### config.mk
export PLATFORM = sky130hd
export DESIGN_NAME = xadc_drp_sampler
export DESIGN_NICKNAME = d
export VERILOG_FILES = /design/src/rtl/xadc_drp_sampler.sv
export SDC_FILE = /design/constraint.sdc
export NUM_CORES = 1
export LEC_CHECK = 0
export CAP_MARGIN = 20
export CORE_AREA = 5 5 104 106
export DETAILED_ROUTE_END_ITERATION = 7
export DIE_AREA = 0 0 109 111
export GPL_TIMING_DRIVEN = 0
export HOLD_SLACK_MARGIN = 0.05
export SYNTH_ARGS = -nofsm -noshare
export SYNTH_HDL_FRONTEND = slang
export SYNTH_SLANG_ARGS = --single-unit
### constraint.sdc
create_clock -name clk_i -period 2.4 [get_ports clk_i]
set_input_delay 0.72 -clock clk_i [delete_from_list [all_inputs] [get_ports clk_i]]
set_output_delay 0.72 -clock clk_i [all_outputs]
set_load 0.05 [all_outputs]
### src/rtl/xadc_drp_sampler.sv
// xadc_drp_sampler
//   Sole owner of the XADC Wizard DRP port. Periodically issues a single-cycle
//   DRP read of one auxiliary channel, waits for drdy with a timeout, averages
//   2^AVG_LOG2 12-bit conversion codes and presents each average with a
//   one-cycle valid strobe for the downstream parser/duty stage.
//
// Ports
//   clk_i           system clock
//   rst_ni          asynchronous active-low reset
//   drp_den_o       DRP enable, one-cycle pulse per read
//   drp_daddr_o     DRP address, constant DADDR
//   drp_dwe_o       DRP write enable, constant 0
//   drp_di_o        DRP write data, constant 0
//   drp_do_i        DRP read data, conversion code in [15:4]
//   drp_drdy_i      DRP data-ready strobe
//   err_clr_i       clears both sticky error flags
//   sample_code_o   latest averaged code
//   sample_valid_o  one-cycle strobe when sample_code_o updates
//   timeout_err_o   sticky: drdy missing for TIMEOUT clocks
//   overrun_err_o   sticky: poll tick arrived while a read was in progress
//
// Optional feature (macro XADC_MINMAX_EN)
//   Adds sample_min_o / sample_max_o: minimum and maximum raw code of the
//   completed window, updated together with sample_code_o.

module xadc_drp_sampler #(
    parameter int unsigned POLL_PERIOD = 60000,
    parameter logic [6:0]  DADDR       = 7'h15,
    parameter int unsigned AVG_LOG2    = 2,
    parameter int unsigned TIMEOUT     = 255
) (
    input  logic        clk_i,
    input  logic        rst_ni,
    output logic        drp_den_o,
    output logic [6:0]  drp_daddr_o,
    output logic        drp_dwe_o,
    output logic [15:0] drp_di_o,
    input  logic [15:0] drp_do_i,
    input  logic        drp_drdy_i,
    input  logic        err_clr_i,
    output logic [11:0] sample_code_o,
    output logic        sample_valid_o,
    output logic        timeout_err_o,
`ifdef XADC_MINMAX_EN
    output logic [11:0] sample_min_o,
    output logic [11:0] sample_max_o,
`endif
    output logic        overrun_err_o
);

    localparam int unsigned AccW       = 12 + AVG_LOG2;
    localparam int unsigned NumSamples = 1 << AVG_LOG2;

    localparam logic [1:0] StIdle = 2'd0;
    localparam logic [1:0] StReq  = 2'd1;
    localparam logic [1:0] StWait = 2'd2;
    localparam logic [1:0] StOut  = 2'd3;

    logic [1:0]      state_q, state_d;
    logic [15:0]     period_q, period_d;
    logic [AccW-1:0] acc_q, acc_d;
    logic [4:0]      cnt_q, cnt_d;
    logic [7:0]      tmo_q, tmo_d;
    logic [7:0]      tmo_inc;
    logic [11:0]     code_q, code_d;
    logic            valid_q, valid_d;
    logic            tmo_err_q, tmo_err_d;
    logic            ovr_err_q, ovr_err_d;
    logic            tick;
    logic [11:0]     raw_code;
`ifdef XADC_MINMAX_EN
    logic [11:0]     win_min_q, win_min_d;
    logic [11:0]     win_max_q, win_max_d;
    logic [11:0]     min_q, min_d;
    logic [11:0]     max_q, max_d;
`endif

    // Status register low nibble carries no conversion data.
    logic unused_do_lsbs;
    assign unused_do_lsbs = ^drp_do_i[3:0];

    assign raw_code = drp_do_i[15:4];
    assign tick     = (period_q == 16'(POLL_PERIOD - 1));
    assign period_d = tick ? 16'd0 : period_q + 16'd1;
    assign tmo_inc  = tmo_q + 8'd1;

    always_comb begin
        state_d   = state_q;
        acc_d     = acc_q;
        cnt_d     = cnt_q;
        tmo_d     = tmo_q;
        code_d    = code_q;
        valid_d   = 1'b0;
        tmo_err_d = tmo_err_q & ~err_clr_i;
        ovr_err_d = ovr_err_q & ~err_clr_i;
`ifdef XADC_MINMAX_EN
        win_min_d = win_min_q;
        win_max_d = win_max_q;
        min_d     = min_q;
        max_d     = max_q;
`endif

        // A tick outside IDLE is dropped; set beats a simultaneous clear.
        if (tick && (state_q != StIdle)) begin
            ovr_err_d = 1'b1;
        end

        case (state_q)
            StIdle: begin
                if (tick) begin
                    state_d = StReq;
                end
            end
            StReq: begin
                tmo_d   = 8'd0;
                state_d = StWait;
            end
            StWait: begin
                // drdy takes priority over a timeout in the same cycle.
                if (drp_drdy_i) begin
                    acc_d = acc_q + AccW'(raw_code);
                    cnt_d = cnt_q + 5'd1;
`ifdef XADC_MINMAX_EN
                    if (raw_code < win_min_q) win_min_d = raw_code;
                    if (raw_code > win_max_q) win_max_d = raw_code;
`endif
                    state_d = (cnt_q == 5'(NumSamples - 1)) ? StOut : StIdle;
                end else begin
                    tmo_d = tmo_inc;
                    if (tmo_inc == 8'(TIMEOUT)) begin
                        // Partial window is discarded.
                        tmo_err_d = 1'b1;
                        acc_d     = '0;
                        cnt_d     = 5'd0;
`ifdef XADC_MINMAX_EN
                        win_min_d = 12'hfff;
                        win_max_d = 12'h000;
`endif
                        state_d   = StIdle;
                    end
                end
            end
            StOut: begin
                code_d  = 12'(acc_q >> AVG_LOG2);
                valid_d = 1'b1;
                acc_d   = '0;
                cnt_d   = 5'd0;
`ifdef XADC_MINMAX_EN
                min_d     = win_min_q;
                max_d     = win_max_q;
                win_min_d = 12'hfff;
                win_max_d = 12'h000;
`endif
                state_d = StIdle;
            end
            default: state_d = StIdle;
        endcase
    end

    always_ff @(posedge clk_i or negedge rst_ni) begin
        if (!rst_ni) begin
            state_q   <= StIdle;
            period_q  <= 16'd0;
            acc_q     <= '0;
            cnt_q     <= 5'd0;
            tmo_q     <= 8'd0;
            code_q    <= 12'd0;
            valid_q   <= 1'b0;
            tmo_err_q <= 1'b0;
            ovr_err_q <= 1'b0;
`ifdef XADC_MINMAX_EN
            win_min_q <= 12'hfff;
            win_max_q <= 12'h000;
            min_q     <= 12'd0;
            max_q     <= 12'd0;
`endif
        end else begin
            state_q   <= state_d;
            period_q  <= period_d;
            acc_q     <= acc_d;
            cnt_q     <= cnt_d;
            tmo_q     <= tmo_d;
            code_q    <= code_d;
            valid_q   <= valid_d;
            tmo_err_q <= tmo_err_d;
            ovr_err_q <= ovr_err_d;
`ifdef XADC_MINMAX_EN
            win_min_q <= win_min_d;
            win_max_q <= win_max_d;
            min_q     <= min_d;
            max_q     <= max_d;
`endif
        end
    end

    assign drp_den_o      = (state_q == StReq);
    assign drp_daddr_o    = DADDR;
    assign drp_dwe_o      = 1'b0;
    assign drp_di_o       = 16'h0000;
    assign sample_code_o  = code_q;
    assign sample_valid_o = valid_q;
    assign timeout_err_o  = tmo_err_q;
    assign overrun_err_o  = ovr_err_q;
`ifdef XADC_MINMAX_EN
    assign sample_min_o   = min_q;
    assign sample_max_o   = max_q;
`endif

endmodule
==> results of run 1 <==
-- power breakdown --
group	switching, mW	internal (mW)
combinational	0.337	0.273
clock	0.385	0.423
sequential	0.0528	1.06
total	0.775	1.76
-- cells by family (layout without fill, tap and decap cells) --
logic type                 after synthesis  in the layout  synth area share (%)
other                                    2             24                 0.215
and+or+nand+nor                        109            109                  15.9
adders and majority gates               17             17                  6.29
buffers and inverters                   53            107                  8.90
muxes                                   12             12                  3.86
AOI/OAI and AO/OA                       84             84                  16.7
DFF                                     60             60                  42.9
xor gates and xnor gates                21             21                  5.26
-- how the worst min path moves through the flow --
stage / cells past startpoint / startpoint / end / slack (ns)
finish: 1 / rst_ni / acc_q[4] / 0.44
floorplan: 0 / rst_ni / acc_q[0] / 0.42
detailed placement: 1 / period_q[4] / period_q[4] / 0.46
CTS: 1 / rst_ni / sample_code_o[3] / 0.46
global placement: 1 / period_q[4] / period_q[4] / 0.46
global route: 1 / rst_ni / sample_code_o[3] / 0.50
-- layout make-up --
| class | instances | area, µm² | share of cell area, % |
|---|---|---|---|
| inverters | 16 | 60.1 | 1.37 |
| flip-flops and latches | 60 | 1500 | 34.3 |
| clock inverters | 2 | 10.0 | 0.229 |
| well taps | 133 | 166 | 3.80 |
| multi-input cells | 267 | 1860 | 42.4 |
| repair buffers | 39 | 373 | 8.51 |
| plain buffers | 37 | 253 | 5.77 |
| clock buffers | 13 | 159 | 3.63 |
-- Yosys cell counts (all sizes together) (5+ instances only) --
| library cell | number | area share (%) |
|---|---|---|
| xor2 | 10 | 2.5 |
| a21oi | 17 | 2.4 |
| nand2 | 26 | 2.8 |
| ha | 16 | 5.7 |
| a31oi | 5 | 0.89 |
| xnor2 | 11 | 2.8 |
| nor2 | 25 | 2.7 |
| o21ai | 18 | 3.0 |
| mux2 | 12 | 3.9 |
| buf | 30 | 6.4 |
| nand3 | 14 | 2.0 |
| inv | 16 | 1.7 |
| o211ai | 9 | 1.9 |
| nand4 | 6 | 1.1 |
| nor2b | 7 | 1.3 |
| clkbuf | 7 | 0.79 |
| dfrtp | 60 | 43 |
| o31ai | 5 | 1.1 |
| nor3 | 9 | 1.4 |
-- critical path, delay by kind of cell --
family | cells | cell delay [ns]
AOI/OAI and AO/OA | 6 | 1.10
buffers and inverters | 1 | 0.46
adders and majority gates | 1 | 0.31
-- sequential cells by signal, summed over array words and instances (netlist names) --
| register | count |
|---|---|
| period_q | 16 |
| acc_q | 14 |
| sample_code_o | 12 |
| tmo_q | 8 |
| cnt_q | 5 |
| state_q | 2 |
| overrun_err_o | 1 |
| sample_valid_o | 1 |
| timeout_err_o | 1 |
-- through the flow --
stage / setup TNS [ns] / setup WS (ns) / total power, mW / std cells
final: 0 / 0.0408 / 2.53 / 567
after global routing: -0.0180 / -0.0180 / 2.68 / 567
after CTS: 0 / 0.00000422 / 2.52 / 565
after detailed placement: -4.96 / -0.595 / 1.67 / 545
after global placement: -88.98 / -1.41 / 1.65 / 544
after floorplan: 0 / 0.115 / 1.54 / 380
-- metal layers --
layer  part of all wire [%]  vias up
li1                       -     1373
met2                     47       51
met4                    2.0        0
met1                     47     1321
met5                      0        -
met3                    3.6       14
-- what timing repair did --
action / 4_1_cts / 5_1_grt
endpoints found under the setup margin: 5 / 6
hold buffers: 0 / 0
resized for setup: 16 / 11
setup buffers: 5 / 2
pin swaps: 8 / 4
gates cloned: 0 / 0
==> results.cfg, run 1 <==
[timing]
hold_viol_final = 0
fin_crit_ns = 2.36
drv_slew = 0
fmax_mhz = 424
fin_hold_ws_ns = 0.443
setup_viol_count_final = 0
relSlewSlack_pct = 51.2
tightest_slew_ns = 0.732
fin_skew_ns = 0.00925
finalCritPeriodShare_pct = 98.3

[flow_run]
drv_cap = 0

[cells_and_area]
design_area_um2 = 4380
fin_nets = 467
areaGrowthSynthToFinish_pct = 25.1
final_cell_mix = dfrtp_1 (60), buf_4 (32), nand2_1 (26), clkdlybuf4s50_1 (26), nor2_1 (25)
diodes = 0
final_common_cell = dfrtp_1
final.fill_count = 941
drive_above_1_share_pct = 20.0
final_core_utilization_pct = 45.2

[placement]
port_buffers = 31
dp_hpwl_mm = 5.42
placed_cell_area_um2 = 4070
place_congestion = 0.846

[synthesis]
synth_warnings = 0
syn_inst = 358
synthFlopType = dfrtp_1
ys_types = 59
synthArstFlopShare_pct = 100
syn_area_per_cell_um2 = 9.78
ys_seq_area_share_pct = 42.9
synth-edff-count = 0
ys_seq_elements = 60
synth.cell_area_um2 = 3500

[drt]
drt-initial-drc-count = 123
wl_per_cell_um = 13.6
ant_nets = 0
drc_errors = 0
dr.pass1.iters = 4
routed-via-count = 2759
avgViaCountPerCell = 4.87
wirelength_mm = 7.69

[global_routing]
grtUsageMet2_pct = 20.6
grt-ovfl-total = 0
antenna_found_initial = 0
grt_pass1_vias = 2721
met1_usage_pct = 18.0
grtUsageTotal_pct = 13.4
groute.layer.met3.usage_pct = 2.33
grt_pass1_wl_mm = 13.0
grt_max_degree = 33
top_usage_layer = met2

[critical_path]
reg2regPathDepth = 7
cp-start-kind = input pin
slowest_delay_ns = 0.46
timing.rr.end = acc_q[3]
critPathCapture = acc_q[13]
r2r_start = tmo_q[0]
reg2reg_slack_ns = 0.32
path_class = input pin to flop
cp.required_ns = 2.62
slowest_stage = clkdlybuf4s50_1
crit_path_end_kind = flop
critical_path.cell_chain = clkdlybuf4s50_1 -> ha_2 -> a21oi_2 -> o22ai_2 -> o211ai_1 -> o211ai_1 -> o2111a_1 -> o22a_1
critPathLaunch = drp_do_i[7]
crit_fanout = 5
critPathArrivalTime_ns = 2.58
cpMostUsedCell = o211ai_1

[floorplanning]
die_area_um2 = 12100
die_x_um = 109
num_io_pins = 60
fp.dieH_um = 111
rows = 36
floorplan.core_area_um2 = 9680
start_util_pct = 36.1

[run_status]
status = finished clean

[clock_tree]
cts-buffers-inserted = 9
cts_buffer_depth = 2
clkSinkCount = 60
cts-htree-levels = 3
cts_tree = done
clk_latency_ns = 0.34
clock_tree.root_cell = clkbuf_8
clkTransAtPathRegs_ns = 0.07

[power]
powerDensity_nw_per_um2 = 578
max-vdd-ir-drop_v = 0.000200
leakage_nw = 2.01

[hold_path]
hold_path.class = input pin to async pin
(Power assumes the default switching activity.)
==> run 2: changes to the inputs <==
- CTS_BUF_LIST: default -> sky130_fd_sc_hd__clkbuf_16
==> results.cfg, run 2 (same netlist as run 1, synthesis figures left out) <==
[timing]
fin_setup_tns_ns = 0
hold_viol_final = 0
fin_skew_ns = 0.00575
fin_crit_ns = 2.37
fmax_mhz = 422
finalCritPeriodShare_pct = 98.8
setup_viol_count_final = 0
drv_slew = 0
relSlewSlack_pct = 52.0
tightest_slew_ns = 0.719

[cells_and_area]
stdcell_count = 567
diodes = 0
multi_input_area_um2 = 1870
drive_above_1_share_pct = 19.8
final.fill_count = 922
final_core_utilization_pct = 46.2
largest_reg_flops = 16
areaGrowthSynthToFinish_pct = 27.8
top_register = period_q
final_common_cell = dfrtp_1
regArea_um2 = 1500
fin_nets = 467
final_cell_mix = dfrtp_1 (60), buf_4 (32), nand2_1 (26), clkdlybuf4s50_1 (26), nor2_1 (25)

[clock_tree]
clkTransAtPathRegs_ns = 0.05
clk_latency_ns = 0.32
clock_tree.root_cell = clkbuf_16
cts-htree-levels = 3
cts-buffers-inserted = 9
clkSinkCount = 60
cts_buffer_depth = 2
cts_hold_buf = 0
cts_tree = done

[drt]
routed-via-count = 2797
avgViaCountPerCell = 4.93
ant_nets = 0
wirelength_mm = 7.78
drt-initial-drc-count = 102
wl_per_cell_um = 13.7
drc_errors = 0
dr.pass1.iters = 4
wl_met3_um = 329
wl_met2_mm = 3.70
highest_layer = met4
met1_length_mm = 3.54

[critical_path]
cp.required_ns = 2.62
path_class = input pin to flop
crit_path_end_kind = flop
cp-start-kind = input pin
crit_fanout = 4
critPathArrivalTime_ns = 2.60

[floorplanning]
num_io_pins = 60
rows = 36
floorplan.core_area_um2 = 9680
fp.dieH_um = 111
die_area_um2 = 12100
start_util_pct = 36.1
die_x_um = 109

[placement]
place_congestion = 0.846
dp.cells = 545
dp_hpwl_mm = 5.42
port_buffers = 31

[global_routing]
grt_pass1_wl_mm = 13.1
antenna_found_initial = 0
grt-ovfl-total = 0
grt_max_degree = 33
grt_pass1_vias = 2763
grtUsageTotal_pct = 13.6

[run_status]
status = finished clean

[power]
max-vdd-ir-drop_v = 0.000256
leakage_nw = 2.05
powerDensity_nw_per_um2 = 634

[hold_path]
hold_path.class = input pin to async pin

[flow_run]
drv_cap = 0
run 2: changes by cell type in the layout (fill, tap and decap cells not counted):
cell,change
inv_1,+2
nor2b_1,-1
nor2b_2,+1
ha_2,-1
clkbuf_16,+9
ha_4,+1
clkbuf_1,-2
clkbuf_8,-11
clkinv_1,+2
run 2: layout make-up:
type                       instances  share of cell area [%]
buffer                            37                    5.65
inverter                          16                    1.34
multi-input combinational        267                    41.8
clock inverter                     6                   0.559
timing repair buffer              39                    8.34
clock buffer                       9                    5.03
tap                              133                    3.72
sequential                        60                    33.6
run 2: path summary, 6_finish.rpt:
| path | start | end | slack, ns | cells past startpoint |
|---|---|---|---|---|
| worst max-delay path | drp_do_i[9] | acc_q[12] | 0.03 | 8 |
| worst min-delay path | rst_ni | sample_code_o[3] | 0.45 | 1 |
| worst max register to register | acc_q[0] | acc_q[12] | 0.28 | 9 |
| worst min register to register | period_q[4] | period_q[4] | 0.48 | 1 |
| max in group asynchronous | rst_ni | period_q[3] | 1.33 | 2 |
| min in group clk_i | period_q[4] | period_q[4] | 0.48 | 1 |
run 2: per-layer routing:
metal,GRT usage (%),vias up
li1,-,1383
met3,2.56,16
met1,17.8,1335
met2,21.1,63
met4,7.07,0
met5,0,-
run 2: report_power, final:
group / switching (mW) / total [mW] / internal [mW]
Combinational: 0.343 / 0.622 / 0.279
Clock: 0.422 / 1.09 / 0.671
Sequential: 0.0541 / 1.12 / 1.07
run 2: stage by stage:
| step | setup WS [ns] | total power [mW] | area (µm²) | hold slack (ns) |
|---|---|---|---|---|
| floorplan | 0.115 | 1.54 | 3580 | 0.424 |
| global placement | -1.41 | 1.65 | 4060 | 0.460 |
| detailed placement | -0.595 | 1.67 | 4070 | 0.465 |
| CTS | 0.0000648 | 2.83 | 4420 | 0.475 |
| global route | -0.0453 | 2.98 | 4470 | 0.501 |
| finish | 0.0286 | 2.84 | 4470 | 0.454 |
run 2: timing repair:
item	in CTS	in global routing
gates resized for setup	16	12
setup buffers	6	1
endpoints found under the setup margin	6	8
pin swaps	9	6
run 2: critical path, cell delays in order:
cell	delay, ns
clkdlybuf4s50_1	0.41
ha_1	0.32
o21ai_1	0.11
a21boi_2	0.21
a2bb2oi_2	0.26
a31oi_2	0.14
nor2b_2	0.17
o311ai_1	0.25
